## src/rtl/seq_det_pkg.sv

```systemverilog
// Shared constants for the pattern-detector scheduler: FSM encoding and default sizes.
package seq_det_pkg;

  localparam int unsigned DEF_N_REQ     = 4;
  localparam int unsigned DEF_FRAME_LEN = 8;

  typedef enum logic [1:0] {
    S_IDLE   = 2'd0,
    S_SHIFT  = 2'd1,
    S_REPORT = 2'd2
  } state_t;

endpackage

```

## src/rtl/rr_arbiter.sv

```systemverilog
// Combinational round-robin pick: first asserted request at or above ptr, wrapping.
module rr_arbiter
  import seq_det_pkg::*;
#(
  parameter  int unsigned N_REQ = DEF_N_REQ,
  localparam int unsigned ID_W  = $clog2(N_REQ)
) (
  input  logic [N_REQ-1:0] req,
  input  logic [ID_W-1:0]  ptr,
  output logic [N_REQ-1:0] gnt,
  output logic [ID_W-1:0]  id,
  output logic             valid
);

  // sum is one bit wider than ptr so ptr+i never wraps before the modulo fold.
  logic [ID_W:0]   sum;
  logic [ID_W-1:0] idx;

  always_comb begin
    gnt   = '0;
    id    = '0;
    valid = 1'b0;
    sum   = '0;
    idx   = '0;
    for (int i = 0; i < int'(N_REQ); i++) begin
      sum = {1'b0, ptr} + (ID_W+1)'(i);
      if (sum >= (ID_W+1)'(N_REQ)) begin
        sum = sum - (ID_W+1)'(N_REQ);
      end
      idx = ID_W'(sum);
      if (!valid && req[idx]) begin
        valid    = 1'b1;
        gnt[idx] = 1'b1;
        id       = idx;
      end
    end
  end

endmodule

```

## src/rtl/seq_det_sched.sv

```systemverilog
// Shares one external serial pattern detector between N_REQ requesters: latches a
// granted frame, shifts it MSB-first into the detector and reports the hit count.
module seq_det_sched
  import seq_det_pkg::*;
#(
  parameter  int unsigned N_REQ     = DEF_N_REQ,
  parameter  int unsigned FRAME_LEN = DEF_FRAME_LEN,
  localparam int unsigned CNT_W     = $clog2(FRAME_LEN + 1),
  localparam int unsigned ID_W      = $clog2(N_REQ)
) (
  input  logic                       clk,
  input  logic                       rst,
  input  logic [N_REQ-1:0]           req,
  input  logic [N_REQ*FRAME_LEN-1:0] frame,
  input  logic                       det_y,
  output logic                       det_in,
  output logic                       det_rst,
  output logic [N_REQ-1:0]           gnt,
  output logic                       busy,
  output logic                       done,
  output logic [ID_W-1:0]            done_id,
  output logic [CNT_W-1:0]           hit_count
);

  state_t               state, state_nxt;
  logic [FRAME_LEN-1:0] shreg, shreg_nxt;
  logic [ID_W-1:0]      cur_id, cur_id_nxt;
  logic [CNT_W-1:0]     bit_cnt, bit_cnt_nxt;
  logic [CNT_W-1:0]     hit_cnt, hit_cnt_nxt;
  logic [ID_W-1:0]      ptr, ptr_nxt;
  logic [N_REQ-1:0]     gnt_nxt;
  logic                 busy_nxt;
  logic                 done_nxt;
  logic [ID_W-1:0]      done_id_nxt;
  logic [CNT_W-1:0]     hit_count_nxt;

  logic [N_REQ-1:0]     arb_gnt;
  logic [ID_W-1:0]      arb_id;
  logic                 arb_valid;
  logic [FRAME_LEN-1:0] sel_frame;

  rr_arbiter #(.N_REQ(N_REQ)) u_arb (
    .req   (req),
    .ptr   (ptr),
    .gnt   (arb_gnt),
    .id    (arb_id),
    .valid (arb_valid)
  );

  // Frame mux for the requester the arbiter is picking this cycle.
  always_comb begin
    sel_frame = '0;
    for (int k = 0; k < int'(N_REQ); k++) begin
      if (arb_id == ID_W'(k)) begin
        sel_frame = frame[k*FRAME_LEN +: FRAME_LEN];
      end
    end
  end

  // Detector is held cleared outside SHIFT so every frame starts from its reset state.
  assign det_in  = (state == S_SHIFT) & shreg[FRAME_LEN-1];
  assign det_rst = ~rst | (state != S_SHIFT);

  always_ff @(posedge clk) begin
    if (!rst) begin
      state     <= S_IDLE;
      shreg     <= '0;
      cur_id    <= '0;
      bit_cnt   <= '0;
      hit_cnt   <= '0;
      ptr       <= '0;
      gnt       <= '0;
      busy      <= 1'b0;
      done      <= 1'b0;
      done_id   <= '0;
      hit_count <= '0;
    end else begin
      state     <= state_nxt;
      shreg     <= shreg_nxt;
      cur_id    <= cur_id_nxt;
      bit_cnt   <= bit_cnt_nxt;
      hit_cnt   <= hit_cnt_nxt;
      ptr       <= ptr_nxt;
      gnt       <= gnt_nxt;
      busy      <= busy_nxt;
      done      <= done_nxt;
      done_id   <= done_id_nxt;
      hit_count <= hit_count_nxt;
    end
  end

  always_comb begin
    state_nxt     = state;
    shreg_nxt     = shreg;
    cur_id_nxt    = cur_id;
    bit_cnt_nxt   = bit_cnt;
    hit_cnt_nxt   = hit_cnt;
    ptr_nxt       = ptr;
    gnt_nxt       = gnt;
    busy_nxt      = busy;
    done_nxt      = 1'b0;
    done_id_nxt   = done_id;
    hit_count_nxt = hit_count;

    unique case (state)
      S_IDLE: begin
        if (arb_valid) begin
          shreg_nxt   = sel_frame;
          cur_id_nxt  = arb_id;
          bit_cnt_nxt = '0;
          hit_cnt_nxt = '0;
          gnt_nxt     = arb_gnt;
          busy_nxt    = 1'b1;
          state_nxt   = S_SHIFT;
        end
      end
      S_SHIFT: begin
        shreg_nxt   = shreg << 1;
        hit_cnt_nxt = hit_cnt + CNT_W'(det_y);
        bit_cnt_nxt = bit_cnt + CNT_W'(1);
        // The final bit's hit is folded straight into the reported count.
        if (bit_cnt == CNT_W'(FRAME_LEN - 1)) begin
          state_nxt     = S_REPORT;
          done_nxt      = 1'b1;
          done_id_nxt   = cur_id;
          hit_count_nxt = hit_cnt + CNT_W'(det_y);
        end
      end
      S_REPORT: begin
        ptr_nxt   = (cur_id == ID_W'(N_REQ - 1)) ? '0 : cur_id + ID_W'(1);
        gnt_nxt   = '0;
        busy_nxt  = 1'b0;
        state_nxt = S_IDLE;
      end
      default: begin
        state_nxt = S_IDLE;
      end
    endcase
  end

endmodule
```

## config.mk

```make
export PLATFORM = sky130hd
export DESIGN_NAME = seq_det_sched
export DESIGN_NICKNAME = d
export VERILOG_FILES = /design/src/rtl/seq_det_pkg.sv /design/src/rtl/rr_arbiter.sv /design/src/rtl/seq_det_sched.sv
export SDC_FILE = /design/constraint.sdc
export NUM_CORES = 1
export LEC_CHECK = 0
export BUFFER_PORTS_ARGS = -buffer_cell sky130_fd_sc_hd__buf_2
export CAP_MARGIN = 30
export CORE_ASPECT_RATIO = 2
export CORE_MARGIN = 3
export CORE_UTILIZATION = 55
export DETAILED_ROUTE_END_ITERATION = 12
export GPL_ROUTABILITY_DRIVEN = 1
export PLACE_DENSITY = 0.84
export SLEW_MARGIN = 25
export SYNTH_ARGS = -nofsm -noshare
export SYNTH_HDL_FRONTEND = slang
export SYNTH_SLANG_ARGS = --single-unit
```

## constraint.sdc

```tcl
create_clock -name clk -period 5.4 [get_ports clk]
set_input_delay 0.27 -clock clk [delete_from_list [all_inputs] [get_ports clk]]
set_output_delay 0.27 -clock clk [all_outputs]
set_load 0.01 [all_outputs]
```

==> flow_summary.json, run 1 <==
{
  "max_freq_mhz": 293,
  "worstRegToRegCells": 9,
  "hold_end": "shreg[4]$_SDFFE_PN0P_",
  "area_growth_pct": 17.6,
  "crit_chain": "inv_1 -> ha_1 -> nand2b_1 -> a221o_1 -> o311a_1 -> o311ai_4 -> buf_6 -> mux4_2 -> a22o_1",
  "gp_congestion": 0.759,
  "cts_repair_resize_count": 0,
  "cts_tree": "done",
  "fin_cells": 325,
  "layout_commonest_cell": "buf_2",
  "synth_edf_count": 0,
  "setup_slack_ps": 1990,
  "dpl.cell_count": 316,
  "crit_required_ps": 5590,
  "fp.dieH_um": 94,
  "slew_headroom_pct": 52.2,
  "rsz0062_at_grt": "false",
  "fillers": 337,
  "ctsHtreeMaxLevel": 2,
  "timing_hold_violations_final": 0,
  "postCtsSetupRepairBufs": 0,
  "r2r_end": "shreg[7]$_SDFFE_PN0P_",
  "peakVddDrop_v": 0.000267,
  "grt.overflow.total": 0,
  "multi_input_area_mm2": 0.00135,
  "slew_viol_final": 0,
  "setup-tns-final_ps": 0,
  "finalClockSkew_ps": 7.73,
  "initial_utilization_pct": 57.8,
  "diodes": 0,
  "viasPerCell": 5.66,
  "layout.area.seq_um2": 681,
  "ys_seq_area_share_pct": 32.0,
  "die_width_um": 50,
  "maxCapViolCount": 0,
  "ys.flop_type": "dfxtp_1",
  "slowest_delay_ps": 760,
  "synth.avg_cell_area_um2": 9.42,
  "cts_buffer_depth": 2,
  "finalCritPeriodShare_pct": 63.1,
  "post-place-ws_ps": 1680,
  "clock_sinks": 34,
  "async_flop_share_pct": 0,
  "drc_errors": 0,
  "grt_pass1_wl_um": 7640,
  "detail-route-antenna-nets": 0,
  "cts-root-buf": "clkbuf_8",
  "worstHoldStart": "frame[12]",
  "fp-row-count": 31,
  "antenna_found_initial": 0,
  "cpLargestDelayFamily": "compound AO/OA/AOI/OAI gates",
  "synthesis.nets": 277,
  "crit_type": "flip-flop to flip-flop",
  "clkTransAtPathRegs_ps": 70,
  "core_area_mm2": 0.00368,
  "grt_max_degree": 40,
  "port_buffers": 52,
  "cp_max_fo": 18,
  "grt_usage_pct": 20.5,
  "synth_area_mm2": 0.00213,
  "synthCells": 226,
  "vias": 1840,
  "min_period_ps": 3410,
  "powerDensity_mw_per_mm2": 236,
  "wirelength_um": 4640,
  "critical_path_arrival_ps": 3590,
  "crit_buf_inv": 2,
  "mostFrequentLayoutCells": "52 x buf_2, 34 x dfxtp_1, 24 x nand2_1",
  "r2r_setup_slack_ps": 1990,
  "worstMarginPinSlew_ps": 714,
  "synth_seq_cells": 34,
  "crit-reg2reg-launch": "ptr[0]$_SDFFE_PN0P_",
  "worst_skew_pair.late_latency_ps": 290,
  "setup_violations": 0,
  "finalPower_w": 0.000591,
  "drive_above_1_share_pct": 26.4,
  "hold_buffers": 0,
  "crit_slowest_cell": "dfxtp_1",
  "grt_pass1_vias": 1795,
  "dieArea_mm2": 0.00470,
  "drtPass1Iterations": 4,
  "wire_per_inst_um": 14.3,
  "hold_class": "input pin to flip-flop",
  "hold_path_depth": 3,
  "cts_buffers": 5,
  "ys_types": 39,
  "place_hpwl_um": 3430,
  "first_iter_violations": 37,
  "yosys_warnings": 0,
  "status": "finished clean",
  "cp-start-kind": "flip-flop",
  "nets": 326,
  "crit_path_end_kind": "flip-flop",
  "ios": 53,
  "power.leakage_nw": 1.09
}
through the flow:
stage	utilization, %	hold slack (ps)	instance area [um2]
floorplan	-	454	2130
global placement	64.7	433	2380
detailed placement	64.7	441	2380
CTS	67.6	290	2490
global route	67.9	291	2500
finish	67.9	291	2500
synthesized netlist by cell type, drive strengths merged, types with 2 or more instances:
library cell  count  area [um2]
buf               7        60.1
nand3             6        30.0
a21oi             4        20.0
a21boi            4        30.0
nand3b            2        15.0
o211a             4        40.0
clkbuf            6        22.5
nand2b            5        31.3
ha               12         150
mux2i            20         200
nor3              4        20.0
inv               5        18.8
nand2            24        90.1
dfxtp            34         681
o21ai            13        68.8
mux4              5         113
o221ai            7        61.3
nor2             12        45.0
nor2b            16         108
xnor2             2        17.5
and2              5        31.3
a22oi             7        52.6
a22o             12         105
cell type report:
cell class / count / area share (%)
sequential: 34 / 27.2
timing repair buffer: 55 / 11.4
clock inverter: 3 / 1.60
inverter: 5 / 0.750
clock buffer: 5 / 2.75
multi-input combinational: 174 / 53.8
tap: 49 / 2.45
layer usage:
layer,track usage [%],wire length (um),vias up
met1,22.6,1810,865
met3,2.86,133,7
met2,38.0,2610,43
met4,7.62,80,0
met5,0,0,-
li1,-,-,925
report_power, final:
part           leakage (nW)  internal, W  switching [W]
clock                0.0579     0.000136      0.0000934
sequential            0.277     0.000263     0.00000872
combinational         0.759    0.0000435      0.0000467
sequential cells by signal (all words and copies together) (netlist names):
name and cells:
shreg 8, bit_cnt 4, gnt 4, hit_cnt 4
hit_count 4, cur_id 2, done_id 2, ptr 2
state 2, busy 1, done 1
worst max-delay path by stage:
stage | end | from | cells after the start | slack (ps)
6_report | shreg[7]$_SDFFE_PN0P_ | ptr[0]$_SDFFE_PN0P_ | 9 | 1990
4_1_cts | shreg[7]$_SDFFE_PN0P_ | ptr[0]$_SDFFE_PN0P_ | 8 | 1670
3_5_place_dp | shreg[7]$_SDFFE_PN0P_ | ptr[0]$_SDFFE_PN0P_ | 8 | 1680
2_1_floorplan | shreg[7]$_SDFFE_PN0P_ | ptr[0]$_SDFFE_PN0P_ | 11 | 2390
5_1_grt | shreg[7]$_SDFFE_PN0P_ | ptr[0]$_SDFFE_PN0P_ | 9 | 1780
3_3_place_gp | shreg[7]$_SDFFE_PN0P_ | ptr[0]$_SDFFE_PN0P_ | 8 | 1830
logic make-up (layout without fill, tap and decap cells):
family          count (synthesis)  in the layout  share of synthesized area, %
flops                          34             34                          32.0
buf+inv                        18             68                          4.76
simple gates                   76             76                          18.7
compound gates                 58             58                          21.6
fa+ha+maj                      12             12                          7.05
mux                            25             25                          14.7
xor+xnor                        3              3                          1.23
worst register-to-register path: stages (launching register included):
cell      delay (ps)
dfxtp_1          760
inv_1            250
ha_1             460
nand2b_1         180
a221o_1          340
o311a_1          130
o311ai_4         370
buf_6            250
mux4_2           320
a22o_1           240
No activity file was read; power rests on OpenSTA's default activity.
==> run 2, diff against run 1 <==
- CORE_UTILIZATION: 55 -> 53
- PLACE_DENSITY: 0.84 -> 0.82
- clock period: 5.4 -> 3.5 ns (I/O delays scaled with it)
==> flow_summary.json, run 2 (synthesis results as in run 1) <==
{
  "setup-tns-final_ps": 0,
  "gp_congestion": 0.735,
  "die_width_um": 50.8,
  "wirelength_um": 5020,
  "initial_utilization_pct": 55.4,
  "hold_end": "shreg[2]$_SDFFE_PN0P_",
  "powerDensity_mw_per_mm2": 345,
  "maxCapViolCount": 0,
  "max_freq_mhz": 365,
  "worstMarginPinSlew_ps": 778,
  "startpoint": "ptr[0]$_SDFFE_PN0P_",
  "crit_required_ps": 3690,
  "cts_repair_resize_count": 0,
  "power.leakage_nw": 1.09,
  "port_buffers": 52,
  "hold_class": "input pin to flip-flop",
  "viasPerCell": 5.74,
  "drc_errors": 0,
  "largest_reg_flops": 8,
  "layout_commonest_cell": "buf_2",
  "hold_buffers": 0,
  "grt_max_degree": 40,
  "slew_headroom_pct": 47.9,
  "cts-root-buf": "clkbuf_8",
  "clkTransAtPathRegs_ps": 70,
  "hold_path_depth": 3,
  "r2r_end": "shreg[5]$_SDFFE_PN0P_",
  "holdWs_ps": 207,
  "postCtsSetupRepairBufs": 0,
  "cp-start-kind": "flip-flop",
  "slew_viol_final": 0,
  "cts_tree": "done",
  "dieArea_mm2": 0.00486,
  "setup_violations": 0,
  "min_period_ps": 2740,
  "vias": 1889,
  "crit-reg2reg-launch": "ptr[0]$_SDFFE_PN0P_",
  "first_iter_violations": 40,
  "wire_per_inst_um": 15.3,
  "clock_sinks": 34,
  "r2r_setup_slack_ps": 760,
  "peakVddDrop_v": 0.000386,
  "fp.dieH_um": 95.6,
  "status": "finished clean",
  "fp-row-count": 32,
  "grt_pass1_vias": 1817,
  "drive_above_1_share_pct": 27.0,
  "crit_type": "flip-flop to flip-flop",
  "nets": 328,
  "slowest_delay_ps": 560,
  "finalCritPeriodShare_pct": 78.3,
  "critical_path_arrival_ps": 2930,
  "crit_path_end_kind": "flip-flop",
  "drtPass1Iterations": 4,
  "diodes": 0,
  "grt_pass1_wl_um": 8250,
  "cp_max_fo": 9,
  "worstRegToRegCells": 7,
  "finalClockSkew_ps": 7.49,
  "crit_slowest_cell": "nor3_1",
  "core_area_mm2": 0.00384,
  "regMostFlops": "shreg",
  "grt_usage_pct": 22.5,
  "crit_chain": "inv_1 -> ha_1 -> mux4_2 -> nor4_4 -> nor3_1 -> nand3_1 -> o221ai_1",
  "ctsHtreeMaxLevel": 2,
  "cts_buffers": 5,
  "postLayoutCellArea_mm2": 0.00250,
  "detail-route-antenna-nets": 0,
  "mostFrequentLayoutCells": "52 x buf_2, 34 x dfxtp_1, 24 x nand2_1",
  "worstHoldStart": "frame[10]",
  "area_growth_pct": 17.6,
  "ios": 53,
  "rsz0062_at_grt": "false",
  "timing_hold_violations_final": 0,
  "postPlaceCellArea_mm2": 0.00241,
  "fillers": 358,
  "cts_buffer_depth": 2,
  "grt.overflow.total": 0,
  "worst_skew_pair.late_latency_ps": 290,
  "antenna_found_initial": 0,
  "place_hpwl_um": 3800
}
run 2: final cells by class:
| class | instances | area, um2 | area share, % |
|---|---|---|---|
| multi-input cells | 174 | 1350 | 53.8 |
| flip-flops and latches | 34 | 681 | 27.2 |
| repair buffers | 57 | 298 | 11.9 |
| clock buffers | 6 | 82.6 | 3.30 |
| well taps | 51 | 63.8 | 2.55 |
| inverters | 5 | 18.8 | 0.750 |
| clock inverters | 2 | 12.5 | 0.500 |
run 2: layer usage:
metal / GRT usage [%] / vias to the layer above / wire length, um
met5: 0 / - / 0
met4: 12.6 / 0 / 134
met3: 2.97 / 11 / 140
met2: 41.9 / 41 / 2930
met1: 23.5 / 906 / 1820
li1: - / 931 / -
run 2: worst max path at each step:
stage,to,slack (ps),cells after the start
after global placement,shreg[4]$_SDFFE_PN0P_,850,7
after CTS,shreg[5]$_SDFFE_PN0P_,770,7
after detailed placement,shreg[5]$_SDFFE_PN0P_,800,7
final,shreg[5]$_SDFFE_PN0P_,760,7
after global routing,shreg[5]$_SDFFE_PN0P_,460,7
after floorplan,shreg[7]$_SDFFE_PN0P_,490,11
run 2: power breakdown:
| part | switching (W) | internal [W] | leakage [nW] | total (W) |
|---|---|---|---|---|
| sequential | 0.0000130 | 0.000405 | 0.277 | 0.000418 |
| clock | 0.000146 | 0.000158 | 0.0472 | 0.000304 |
| combinational | 0.0000755 | 0.0000669 | 0.769 | 0.000142 |
run 2: worst max-delay path: cells and delay by family, from the launching register on:
kind / cells / cell delay [ps]
multiplexers: 1 / 450
adder cells (fa/ha/maj): 1 / 400
AND/OR/NAND/NOR: 3 / 1070
buffers and inverters: 1 / 90
flip-flops: 1 / 330
AO/OA/AOI/OAI: 1 / 300
run 2: through the flow:
step	total power [W]	cells	utilization (%)	worst slack (ps)
after floorplan	0.000517	226	-	488
after global placement	0.000564	321	62.7	851
after detailed placement	0.000568	321	62.7	799
after CTS	0.000873	329	65.1	765
after global routing	0.000909	329	65.1	457
final	0.000864	329	65.1	760
